`src/rtl/hazard_redirect_ctrl_pkg.sv`:
```
// cpu_pkg: forwarding select codes, control FSM states and register constants shared by the hazard controller
package cpu_pkg;
  localparam logic [1:0] FWD_RF    = 2'b00;
  localparam logic [1:0] FWD_EXMEM = 2'b01;
  localparam logic [1:0] FWD_MEMWB = 2'b10;
  localparam logic [4:0] REG_ZERO  = 5'd0;
  typedef enum logic [1:0] {RUN = 2'd0, DRAIN = 2'd1, HALTED = 2'd2} state_t;
  function automatic logic [1:0] fwd_sel(
    input logic [4:0] src,
    input logic       mem_we,
    input logic [4:0] mem_rd,
    input logic       wb_we,
    input logic [4:0] wb_rd
  );
    return (mem_we && mem_rd != REG_ZERO && mem_rd == src) ? FWD_EXMEM :
           (wb_we && wb_rd != REG_ZERO && wb_rd == src)    ? FWD_MEMWB : FWD_RF;
  endfunction
endpackage

```
`src/rtl/hazard_redirect_ctrl_if.sv`:
```
// hazard_redirect_ctrl_if: pipeline-register fields in, stall/flush/forward controls and counters out
interface hazard_redirect_ctrl_if #(parameter int CNT_W = 32);
  logic [4:0]       id_ra, id_rb, ex_ra, ex_rb, ex_desreg, mem_desreg, wb_desreg;
  logic             id_use_ra, id_use_rb, ex_regwrite, ex_memtoreg, ex_halt, ex_taken;
  logic             mem_regwrite, wb_regwrite;
  logic             pc_stall, ifid_stall, bubble_rst, jump_rst, halted;
  logic [1:0]       fwd_a, fwd_b;
  logic [CNT_W-1:0] cyc_cnt, stall_cnt, flush_cnt;
  modport master (
    output id_ra, id_rb, id_use_ra, id_use_rb, ex_ra, ex_rb, ex_desreg, ex_regwrite,
           ex_memtoreg, ex_halt, ex_taken, mem_desreg, mem_regwrite, wb_desreg, wb_regwrite,
    input  pc_stall, ifid_stall, bubble_rst, jump_rst, fwd_a, fwd_b, halted,
           cyc_cnt, stall_cnt, flush_cnt
  );
  modport slave (
    input  id_ra, id_rb, id_use_ra, id_use_rb, ex_ra, ex_rb, ex_desreg, ex_regwrite,
           ex_memtoreg, ex_halt, ex_taken, mem_desreg, mem_regwrite, wb_desreg, wb_regwrite,
    output pc_stall, ifid_stall, bubble_rst, jump_rst, fwd_a, fwd_b, halted,
           cyc_cnt, stall_cnt, flush_cnt
  );
endinterface

```
`src/rtl/hazard_redirect_ctrl_sat_counter.sv`:
```
// sat_counter: up-counter that sticks at all-ones; ports clk, rst (sync active-low), en, q
module sat_counter #(parameter int CNT_W = 32) (
  input  logic             clk,
  input  logic             rst,
  input  logic             en,
  output logic [CNT_W-1:0] q
);
  always_ff @(posedge clk)
    if (!rst) q <= '0;
    else if (en && q != '1) q <= q + 1'b1;
endmodule

```
`src/rtl/hazard_redirect_ctrl.sv`:
```
// hazard_redirect_ctrl: forwarding, load-use stall, redirect flush, halt-drain FSM and perf counters; clk/rst (sync active-low) plus pipeline bus
module hazard_redirect_ctrl
  import cpu_pkg::*;
#(
  parameter int CNT_W     = 32,
  parameter int DRAIN_CYC = 2
) (
  input logic                   clk,
  input logic                   rst,
  hazard_redirect_ctrl_if.slave bus
);
  localparam int DW = $clog2(DRAIN_CYC + 1);
  state_t        state_q, state_d;
  logic [DW-1:0] drain_q, drain_d;
  logic          lu, stall_en, flush_en, cyc_en;
  assign lu = bus.ex_memtoreg && bus.ex_regwrite && bus.ex_desreg != REG_ZERO &&
              ((bus.id_use_ra && bus.id_ra == bus.ex_desreg) ||
               (bus.id_use_rb && bus.id_rb == bus.ex_desreg));
  assign bus.fwd_a = rst ? fwd_sel(bus.ex_ra, bus.mem_regwrite, bus.mem_desreg,
                                   bus.wb_regwrite, bus.wb_desreg) : FWD_RF;
  assign bus.fwd_b = rst ? fwd_sel(bus.ex_rb, bus.mem_regwrite, bus.mem_desreg,
                                   bus.wb_regwrite, bus.wb_desreg) : FWD_RF;
  assign cyc_en = state_q != HALTED;
  always_ff @(posedge clk)
    if (!rst) begin
      state_q <= RUN;
      drain_q <= '0;
    end else begin
      state_q <= state_d;
      drain_q <= drain_d;
    end
  // A taken redirect in RUN wins over a load-use stall: the flushed ID instruction needs no bubble
  always_comb begin
    state_d        = state_q;
    drain_d        = drain_q;
    stall_en       = 1'b0;
    flush_en       = 1'b0;
    bus.pc_stall   = 1'b0;
    bus.ifid_stall = 1'b0;
    bus.bubble_rst = 1'b0;
    bus.jump_rst   = 1'b0;
    bus.halted     = 1'b0;
    if (rst) begin
      if (state_q == RUN) begin
        flush_en       = bus.ex_taken;
        stall_en       = lu && !bus.ex_taken;
        bus.jump_rst   = bus.ex_taken;
        bus.pc_stall   = stall_en;
        bus.ifid_stall = stall_en;
        bus.bubble_rst = stall_en;
        state_d        = bus.ex_halt ? DRAIN : RUN;
        drain_d        = bus.ex_halt ? DW'(DRAIN_CYC - 1) : drain_q;
      end else if (state_q == DRAIN) begin
        bus.pc_stall   = 1'b1;
        bus.ifid_stall = 1'b1;
        bus.jump_rst   = 1'b1;
        state_d        = drain_q == '0 ? HALTED : DRAIN;
        drain_d        = drain_q == '0 ? drain_q : drain_q - 1'b1;
      end else begin
        bus.pc_stall   = 1'b1;
        bus.ifid_stall = 1'b1;
        bus.bubble_rst = 1'b1;
        bus.halted     = 1'b1;
      end
    end
  end
  sat_counter #(.CNT_W(CNT_W)) u_cyc   (.clk(clk), .rst(rst), .en(cyc_en),   .q(bus.cyc_cnt));
  sat_counter #(.CNT_W(CNT_W)) u_stall (.clk(clk), .rst(rst), .en(stall_en), .q(bus.stall_cnt));
  sat_counter #(.CNT_W(CNT_W)) u_flush (.clk(clk), .rst(rst), .en(flush_en), .q(bus.flush_cnt));
endmodule
```
`src/flat_wrapper.sv`:
```
// flat-port wrapper written by rule: the top's interface ports become plain ports
module hazard_redirect_ctrl_flat import cpu_pkg::*;
#(
  parameter int CNT_W     = 32,
  parameter int DRAIN_CYC = 2
)
  (clk, rst, bus_id_ra, bus_id_rb, bus_id_use_ra, bus_id_use_rb, bus_ex_ra, bus_ex_rb, bus_ex_desreg, bus_ex_regwrite, bus_ex_memtoreg, bus_ex_halt, bus_ex_taken, bus_mem_desreg, bus_mem_regwrite, bus_wb_desreg, bus_wb_regwrite, bus_pc_stall, bus_ifid_stall, bus_bubble_rst, bus_jump_rst, bus_fwd_a, bus_fwd_b, bus_halted, bus_cyc_cnt, bus_stall_cnt, bus_flush_cnt);
  hazard_redirect_ctrl_if #(.CNT_W(CNT_W)) bus_i ();
  input logic clk;
  input logic rst;
  input wire logic [$bits(bus_i.id_ra)-1:0] bus_id_ra;
  input wire logic [$bits(bus_i.id_rb)-1:0] bus_id_rb;
  input wire logic [$bits(bus_i.id_use_ra)-1:0] bus_id_use_ra;
  input wire logic [$bits(bus_i.id_use_rb)-1:0] bus_id_use_rb;
  input wire logic [$bits(bus_i.ex_ra)-1:0] bus_ex_ra;
  input wire logic [$bits(bus_i.ex_rb)-1:0] bus_ex_rb;
  input wire logic [$bits(bus_i.ex_desreg)-1:0] bus_ex_desreg;
  input wire logic [$bits(bus_i.ex_regwrite)-1:0] bus_ex_regwrite;
  input wire logic [$bits(bus_i.ex_memtoreg)-1:0] bus_ex_memtoreg;
  input wire logic [$bits(bus_i.ex_halt)-1:0] bus_ex_halt;
  input wire logic [$bits(bus_i.ex_taken)-1:0] bus_ex_taken;
  input wire logic [$bits(bus_i.mem_desreg)-1:0] bus_mem_desreg;
  input wire logic [$bits(bus_i.mem_regwrite)-1:0] bus_mem_regwrite;
  input wire logic [$bits(bus_i.wb_desreg)-1:0] bus_wb_desreg;
  input wire logic [$bits(bus_i.wb_regwrite)-1:0] bus_wb_regwrite;
  output wire logic [$bits(bus_i.pc_stall)-1:0] bus_pc_stall;
  output wire logic [$bits(bus_i.ifid_stall)-1:0] bus_ifid_stall;
  output wire logic [$bits(bus_i.bubble_rst)-1:0] bus_bubble_rst;
  output wire logic [$bits(bus_i.jump_rst)-1:0] bus_jump_rst;
  output wire logic [$bits(bus_i.fwd_a)-1:0] bus_fwd_a;
  output wire logic [$bits(bus_i.fwd_b)-1:0] bus_fwd_b;
  output wire logic [$bits(bus_i.halted)-1:0] bus_halted;
  output wire logic [$bits(bus_i.cyc_cnt)-1:0] bus_cyc_cnt;
  output wire logic [$bits(bus_i.stall_cnt)-1:0] bus_stall_cnt;
  output wire logic [$bits(bus_i.flush_cnt)-1:0] bus_flush_cnt;
  assign bus_i.id_ra = bus_id_ra;
  assign bus_i.id_rb = bus_id_rb;
  assign bus_i.id_use_ra = bus_id_use_ra;
  assign bus_i.id_use_rb = bus_id_use_rb;
  assign bus_i.ex_ra = bus_ex_ra;
  assign bus_i.ex_rb = bus_ex_rb;
  assign bus_i.ex_desreg = bus_ex_desreg;
  assign bus_i.ex_regwrite = bus_ex_regwrite;
  assign bus_i.ex_memtoreg = bus_ex_memtoreg;
  assign bus_i.ex_halt = bus_ex_halt;
  assign bus_i.ex_taken = bus_ex_taken;
  assign bus_i.mem_desreg = bus_mem_desreg;
  assign bus_i.mem_regwrite = bus_mem_regwrite;
  assign bus_i.wb_desreg = bus_wb_desreg;
  assign bus_i.wb_regwrite = bus_wb_regwrite;
  assign bus_pc_stall = bus_i.pc_stall;
  assign bus_ifid_stall = bus_i.ifid_stall;
  assign bus_bubble_rst = bus_i.bubble_rst;
  assign bus_jump_rst = bus_i.jump_rst;
  assign bus_fwd_a = bus_i.fwd_a;
  assign bus_fwd_b = bus_i.fwd_b;
  assign bus_halted = bus_i.halted;
  assign bus_cyc_cnt = bus_i.cyc_cnt;
  assign bus_stall_cnt = bus_i.stall_cnt;
  assign bus_flush_cnt = bus_i.flush_cnt;
  hazard_redirect_ctrl #(.CNT_W(CNT_W), .DRAIN_CYC(DRAIN_CYC)) u_core (.clk(clk), .rst(rst), .bus(bus_i));
endmodule
```
`config.mk`:
```
export PLATFORM = sky130hd
export DESIGN_NAME = hazard_redirect_ctrl_flat
export DESIGN_NICKNAME = d
export VERILOG_FILES = /design/src/rtl/hazard_redirect_ctrl_pkg.sv /design/src/rtl/hazard_redirect_ctrl_if.sv /design/src/rtl/hazard_redirect_ctrl_sat_counter.sv /design/src/rtl/hazard_redirect_ctrl.sv /design/src/flat_wrapper.sv
export SDC_FILE = /design/constraint.sdc
export NUM_CORES = 1
export LEC_CHECK = 0
export CAP_MARGIN = 20
export CORE_UTILIZATION = 53
export DETAILED_ROUTE_END_ITERATION = 12
export PLACE_DENSITY = 0.95
export SLEW_MARGIN = 0
export SYNTH_ARGS = -nofsm -noshare
export SYNTH_HDL_FRONTEND = slang
export SYNTH_HIERARCHICAL = 1
export SYNTH_SLANG_ARGS = --single-unit
```
`constraint.sdc`:
```
create_clock -name clk -period 4.5 [get_ports clk]
set_input_delay 0.675 -clock clk [delete_from_list [all_inputs] [get_ports clk]]
set_output_delay 0.675 -clock clk [all_outputs]
set_load 0.01 [all_outputs]
```
==> results of run 1 <==
-- registers in the layout, summed over array words and instances (netlist names) --
name,count
u_core/drain_q,2
u_core/state_q,2
u_core/u_cyc/q,32
u_core/u_flush/q,32
u_core/u_stall/q,32
-- per-layer routing --
| layer | GRT usage (%) | vias to the layer above | wire length [um] |
|---|---|---|---|
| met5 | 0 | - | 0 |
| met4 | 11.8 | 0 | 354 |
| met3 | 5.03 | 42 | 1210 |
| met2 | 50.2 | 303 | 8300 |
| met1 | 35.3 | 2875 | 6640 |
| li1 | - | 2908 | - |
-- cells in the mapped netlist (3+ instances only) --
| master | instances | area [um2] |
|---|---|---|
| or4_4 | 6 | 67.6 |
| or3_1 | 15 | 93.8 |
| dfxtp_1 | 100 | 2000 |
| xnor2_1 | 22 | 193 |
| inv_1 | 13 | 48.8 |
| o21a_1 | 3 | 22.5 |
| ha_1 | 4 | 50.1 |
| buf_4 | 4 | 30.0 |
| o311ai_0 | 6 | 52.6 |
| nand3_2 | 6 | 60.1 |
| nor2_1 | 36 | 135 |
| a211oi_1 | 3 | 22.5 |
| buf_2 | 3 | 15.0 |
| o211ai_1 | 7 | 52.6 |
| or4_1 | 36 | 270 |
| nand3_1 | 40 | 200 |
| mux2i_1 | 21 | 210 |
| a21o_1 | 3 | 22.5 |
| xor2_1 | 23 | 201 |
| and2_1 | 7 | 43.8 |
| nand4_1 | 27 | 169 |
| a21oi_1 | 50 | 250 |
| a2111oi_0 | 3 | 26.3 |
| or3_4 | 3 | 33.8 |
| clkbuf_1 | 32 | 120 |
| nand2_1 | 51 | 191 |
| o41ai_2 | 3 | 48.8 |
| a2111o_1 | 3 | 33.8 |
| nor4_1 | 22 | 138 |
| a31oi_1 | 3 | 18.8 |
| o41ai_1 | 9 | 78.8 |
| nand2b_1 | 28 | 175 |
| nor3_1 | 13 | 65.1 |
| o31a_1 | 3 | 26.3 |
| o21ai_0 | 11 | 55.1 |
| o31ai_1 | 34 | 255 |
| and4_1 | 18 | 158 |
| and3_1 | 10 | 62.6 |
-- worst max-delay path: cells and delay by family --
kind                      cells  cell delay (ns)
AOI/OAI and AO/OA             2             0.33
buffers and inverters         2             0.67
xor gates and xnor gates      1             0.20
and+or+nand+nor               6             1.99
-- worst paths after layout --
kind | from | to | cells past startpoint
min reg2reg | u_core/u_stall/q[27]$_SDFFE_PN0P_ | u_core/u_stall/q[27]$_SDFFE_PN0P_ | 2
max reg2reg | u_core/state_q[0]$_SDFFE_PN0P_ | u_core/u_cyc/q[31]$_SDFFE_PN0P_ | 6
min | u_core/u_stall/q[27]$_SDFFE_PN0P_ | u_core/u_stall/q[27]$_SDFFE_PN0P_ | 2
max | bus_ex_desreg[3] | u_core/u_stall/q[29]$_SDFFE_PN0P_ | 11
-- through the flow --
stage                     power [mW]  hold WS, ns  instance area, um2  worst slack (ns)
after floorplan                 1.02        0.467                5790              1.38
after global placement          1.11        0.463                7350             0.624
after detailed placement        1.11        0.471                7350             0.501
after CTS                       1.70        0.483                7550             0.917
after global routing            1.76        0.509                7550             0.733
final                           1.69        0.484                7550             0.937
-- layout by cell type, fill, tap and decap left out, types with 4 or more instances in the layout --
cell type and count:
and4_1 18, o31ai_1 34, and3_1 10, nand4_1 27, nand3_1 40, mux2i_1 21, nor3_1 13, or4_4 6
and2_1 7, nand3_2 6, nor4_2 4, clkdlybuf4s50_1 148, or3_1 15, nor2_1 36, or4_1 36, a21oi_1 50
clkbuf_8 10, nand2b_1 28, o311ai_0 6, o211ai_1 7, ha_1 4, inv_1 13, o21ai_0 11, buf_4 6
nand2_1 51, xor2_1 23, o41ai_1 9, xnor2_1 22, dfxtp_1 100, nor4_1 19
-- kinds of logic after synthesis --
family	count (synthesis)	share of synthesized area [%]
simple gates	323	32.9
compound gates	146	17.4
flops	100	34.6
buf+inv	52	3.69
xor+xnor	45	6.81
mux	22	3.82
fa+ha+maj	4	0.864
-- cell type report --
cell class | instances | area share (%)
clock buffers | 11 | 1.87
clock inverters | 5 | 0.779
multi-input cells | 540 | 47.6
well taps | 136 | 2.26
inverters | 13 | 0.647
repair buffers | 155 | 20.3
flip-flops and latches | 100 | 26.5
-- power groups by stage --
stage | Sequential [mW] | Combinational [mW] | Clock [mW]
5_1_grt | 0.913 | 0.197 | 0.648
3_3_place_gp | 0.930 | 0.176 | 0
4_1_cts | 0.910 | 0.183 | 0.604
2_1_floorplan | 0.927 | 0.0923 | 0
3_5_place_dp | 0.931 | 0.182 | 0
6_report | 0.910 | 0.183 | 0.595
==> flow_metrics.tcl, run 1 <==
set metrics [dict create \
    status "finished, final reports clean" \
    finalClockSkew_ns 0.0113 \
    setup_viol 0 \
    nFillCells 823 \
    die_w_um 107 \
    synth.distinct_cells 47 \
    ff_latch_area_um2 2000 \
    drc 0 \
    synth-seq-area-share_pct 34.6 \
    synth_flop_cell "dfxtp_1" \
    area_delta_synth_final_pct 30.3 \
    grt_usage_pct 28.9 \
    grt_pass1_vias 5657 \
    worstSkewPairLatency_ns 0.37 \
    clockPowerShare_pct 35.3 \
    max_slew_margin_pct 28.3 \
    crit_fanout 11 \
    crit_path_end_kind "flip-flop" \
    postRouteAntennaNets 0 \
    cp-start-kind "input pin" \
    crit_path_top_delay_cell "nor4_1" \
    die_h_um 107 \
    drive_gt1_share_pct 5.70 \
    io_pins 150 \
    crit_type "input pin to flip-flop" \
    multiInputGateArea_um2 3590 \
    finalMaxSlewViolations 0 \
    antenna_found_initial 0 \
    final_cells 960 \
    worstPathCellList "clkdlybuf4s50_1 > xor2_1 > nor4_1 > a32oi_1 > nor2_1 > nand4_1 > buf_4 > nor4_1 > nand4_1 > or4_1 > a21oi_1" \
    cts_resized 0 \
    start_util_pct 55.3 \
    finalCritPeriodShare_pct 79.2 \
    grt_pass1_wl_um 26700 \
    nets 868 \
    grt_max_degree 41 \
    drt_first_pass_iters 5 \
    num_vias 6128 \
    core-area_um2 10500 \
    syn-instance-count 692 \
    rsz0062_at_grt "false" \
    avgSynthCellArea_um2 8.37 \
    hpwl_um 12200 \
    swShare_pct 25.3 \
    gr-total-overflow 0 \
    period_minus_slack_ns 3.56 \
    cts_buffer_depth 2 \
    num_antenna_cells 0 \
    async_flop_share_pct 0 \
    wl_per_cell_um 17.2 \
    hold_viol_final 0 \
    cp_data_required_time_ns 4.80 \
    ff2ff_setup_slack_ns 1.41 \
    seqPwrFrac_pct 53.9 \
    p_sw_mw 0.428 \
    gp_congestion 0.938 \
    postCtsHoldBufs 0 \
    wl_um 16500 \
    drt_iter0_drc 394 \
    finish.utilization_pct 72.1 \
    max_stage_delay_ns 0.48 \
    fmax_mhz 281 \
    syn_area_um2 5790 \
    p_per_area_nw_per_um2 224 \
    io_buffers 149 \
    die_area_um2 11300 \
    syn-num-nets 741 \
    post-place-cells 944 \
    p_int_mw 1.26 \
    synth_edf_count 0 \
    path_clk_slew_ns 0.10 \
    via_per_inst 6.38 \
    cts_tree "yes" \
    maxCapViolations 0 \
    hp-class "flip-flop to flip-flop" \
    postCtsSetupBuffers 0 \
    numCtsBuffers 9 \
    ys_warn_count 6 \
    crit_arrival_ns 3.87 \
    clock-sinks 100 \
    row_count 37 \
    peakVddDrop_v 0.000137 \
    h-tree-depth 3 \
    tns_ns 0 \
    p_comb_share_pct 10.8 \
    tightest_slew_ns 1.07 \
    leakagePower_nw 2.32 \
    synth-seq-cells 100 \
    cts_root_buf "clkbuf_8" \
]
No activity file was read; power rests on OpenSTA's default activity.
==> run 2, diff against run 1 <==
Settings changed: CORE_UTILIZATION 53 to 50, PLACE_DENSITY 0.95 to 0.91.
Clock period 4.5 ns to 3.69 ns, I/O delays scaled along.
==> run 2 against run 1 <==
Against the previous run:
- core utilization is 2.9 points lower
- global-route usage is 1.4 points lower
- clock-buffer cell count unchanged
- cell count grew 1.1%
- sequential power grew 22%
- worst hold slack better by 0.0028 ns
- critical path depth is the same
- first-iteration DRC count grew 21%
- sequential share of layout area decreased by 0.44 points
- clock skew shrank 0.0033 ns
- register-to-register slack worse by 0.55 ns
- total power grew 31%
- critical endpoint unchanged
==> flow_metrics.tcl, run 2 (synthesized netlist as in run 1, its figures left out) <==
set metrics [dict create \
    status "finished, final reports clean" \
    num_vias 6127 \
    mostFrequentLayoutCells "clkdlybuf4s50_1 (148), dfxtp_1 (100), nand2_1 (51)" \
    leakagePower_nw 2.38 \
    max_stage_delay_ns 0.66 \
    reg_top3 "u_core/u_cyc/q (32), u_core/u_flush/q (32), u_core/u_stall/q (32)" \
    num_antenna_cells 0 \
    drt_iter0_drc 478 \
    cp_data_required_time_ns 3.95 \
    die_area_um2 12000 \
    postRouteAntennaNets 0 \
    drc 0 \
    p_total_mw 2.21 \
    drt_first_pass_iters 5 \
    path_clk_slew_ns 0.07 \
    grt_usage_pct 27.5 \
    crit_fanout 11 \
    crit_arrival_ns 3.75 \
    hpwl_um 12000 \
    fmax_mhz 287 \
    cp-start-kind "input pin" \
    p_per_area_nw_per_um2 288 \
    tightest_slew_ns 1.00 \
    setup_viol 0 \
    grt_pass1_wl_um 26400 \
    reg2reg_from "u_core/state_q[0]$_SDFFE_PN0P_" \
    wl_per_cell_um 16.8 \
    finalCritPeriodShare_pct 94.5 \
    period_minus_slack_ns 3.49 \
    hold_viol_final 0 \
    postCtsSetupBuffers 0 \
    finalMaxSlewViolations 0 \
    row_count 38 \
    io_buffers 149 \
    reg2reg_depth 9 \
    cts_resized 0 \
    cts_root_buf "clkbuf_16" \
    antenna_found_initial 0 \
    area_delta_synth_final_pct 32.5 \
    h-tree-depth 3 \
    hold_path_depth 2 \
    hp-class "flip-flop to flip-flop" \
    gr-total-overflow 0 \
    hold_start "u_core/u_flush/q[27]$_SDFFE_PN0P_" \
    peakVddDrop_v 0.000208 \
    core-area_um2 11100 \
    final_cells 971 \
    clock-sinks 100 \
    grt_pass1_vias 5683 \
    nFillCells 863 \
    holdPathEnd "u_core/u_flush/q[27]$_SDFFE_PN0P_" \
    post-place-cells 955 \
    worstSkewPairLatency_ns 0.34 \
    rr_endpoint "u_core/u_stall/q[29]$_SDFFE_PN0P_" \
    crit_type "input pin to flip-flop" \
    ff2ff_setup_slack_ns 0.86 \
    start_util_pct 52.3 \
    io_pins 150 \
    crit_family "simple AND/OR/NAND/NOR gates" \
    postCtsHoldBufs 0 \
    cts_tree "yes" \
    finalClockSkew_ns 0.00803 \
    die_h_um 110 \
    drive_gt1_share_pct 6.38 \
    tns_ns 0 \
    wl_um 16300 \
    cts_buffer_depth 2 \
    gp_congestion 0.898 \
    crit_path_top_delay_cell "nor4_1" \
    via_per_inst 6.31 \
    maxCapViolations 0 \
    startpoint "bus_ex_desreg[4]" \
    grt_max_degree 41 \
    nets 875 \
    worstPathCellList "clkdlybuf4s50_1 > xor2_1 > nor4_1 > a32oi_1 > nor2_1 > nand4_1 > buf_4 > nor4_1 > nand4_1 > or4_1 > a21oi_1" \
    max_slew_margin_pct 32.8 \
    crit_path_end_kind "flip-flop" \
    rsz0062_at_grt "false" \
    critical_path_buf_inv_count 2 \
    numCtsBuffers 9 \
    layout_commonest_cell "clkdlybuf4s50_1" \
    die_w_um 110 \
]
run 2: cell count changes in the layout (fill, tap and decap cells not counted), sizes merged:
cell / previous run / this run
clkinv: 1 / 2
bufinv: 1 / 0
buf: 7 / 14
run 2: worst max path at each step:
stage | end | slack (ns) | cells past startpoint
2_1_floorplan | u_core/u_stall/q[31]$_SDFFE_PN0P_ | 0.69 | 9
3_3_place_gp | u_core/u_stall/q[31]$_SDFFE_PN0P_ | 0.13 | 10
3_5_place_dp | u_core/u_stall/q[31]$_SDFFE_PN0P_ | 0.06 | 10
4_1_cts | u_core/u_stall/q[29]$_SDFFE_PN0P_ | 0.33 | 11
5_1_grt | u_core/u_stall/q[29]$_SDFFE_PN0P_ | 0.19 | 11
6_report | u_core/u_stall/q[29]$_SDFFE_PN0P_ | 0.20 | 11
run 2: final cells by class:
cell class / count / area [um2] / area share [%]
tap: 140 / 175 / 2.28
timing repair buffer: 162 / 1580 / 20.6
sequential: 100 / 2000 / 26.1
clock buffer: 11 / 233 / 3.03
clock inverter: 5 / 37.5 / 0.489
inverter: 13 / 48.8 / 0.636
multi-input combinational: 540 / 3590 / 46.8
run 2: where the power goes:
group	internal, mW	total [mW]	switching (mW)
clock	0.461	0.875	0.415
sequential	1.09	1.11	0.0187
combinational	0.114	0.226	0.112
total	1.67	2.21	0.546
run 2: routing by layer:
metal | up-vias | routed length [um] | share of wire (%) | GRT usage [%]
met5 | - | 0 | 0 | 0
met4 | 0 | 330 | 2.0 | 10.2
met3 | 34 | 1080 | 6.6 | 4.98
met2 | 290 | 8160 | 50 | 47.9
met1 | 2875 | 6740 | 41 | 33.7
li1 | 2928 | - | - | -
run 2: worst reg2reg max path: stages, from the launching register on:
cell and delay [ns]:
dfxtp_1 0.40, nor2_1 0.23, nand3_1 0.11, nor2_1 0.16, nand4_1 0.19, buf_4 0.22
nor4_1 0.67, nand4_1 0.20, or4_1 0.44, a21oi_1 0.15
run 2: through the flow:
stage	setup WS [ns]	hold WS, ns	area (um2)	utilization [%]
final	0.202	0.486	7670	69.3
after CTS	0.329	0.487	7670	69.3
after global placement	0.131	0.465	7400	66.8
after floorplan	0.689	0.467	5790	-
after global routing	0.190	0.518	7670	69.3
after detailed placement	0.0582	0.476	7400	66.8
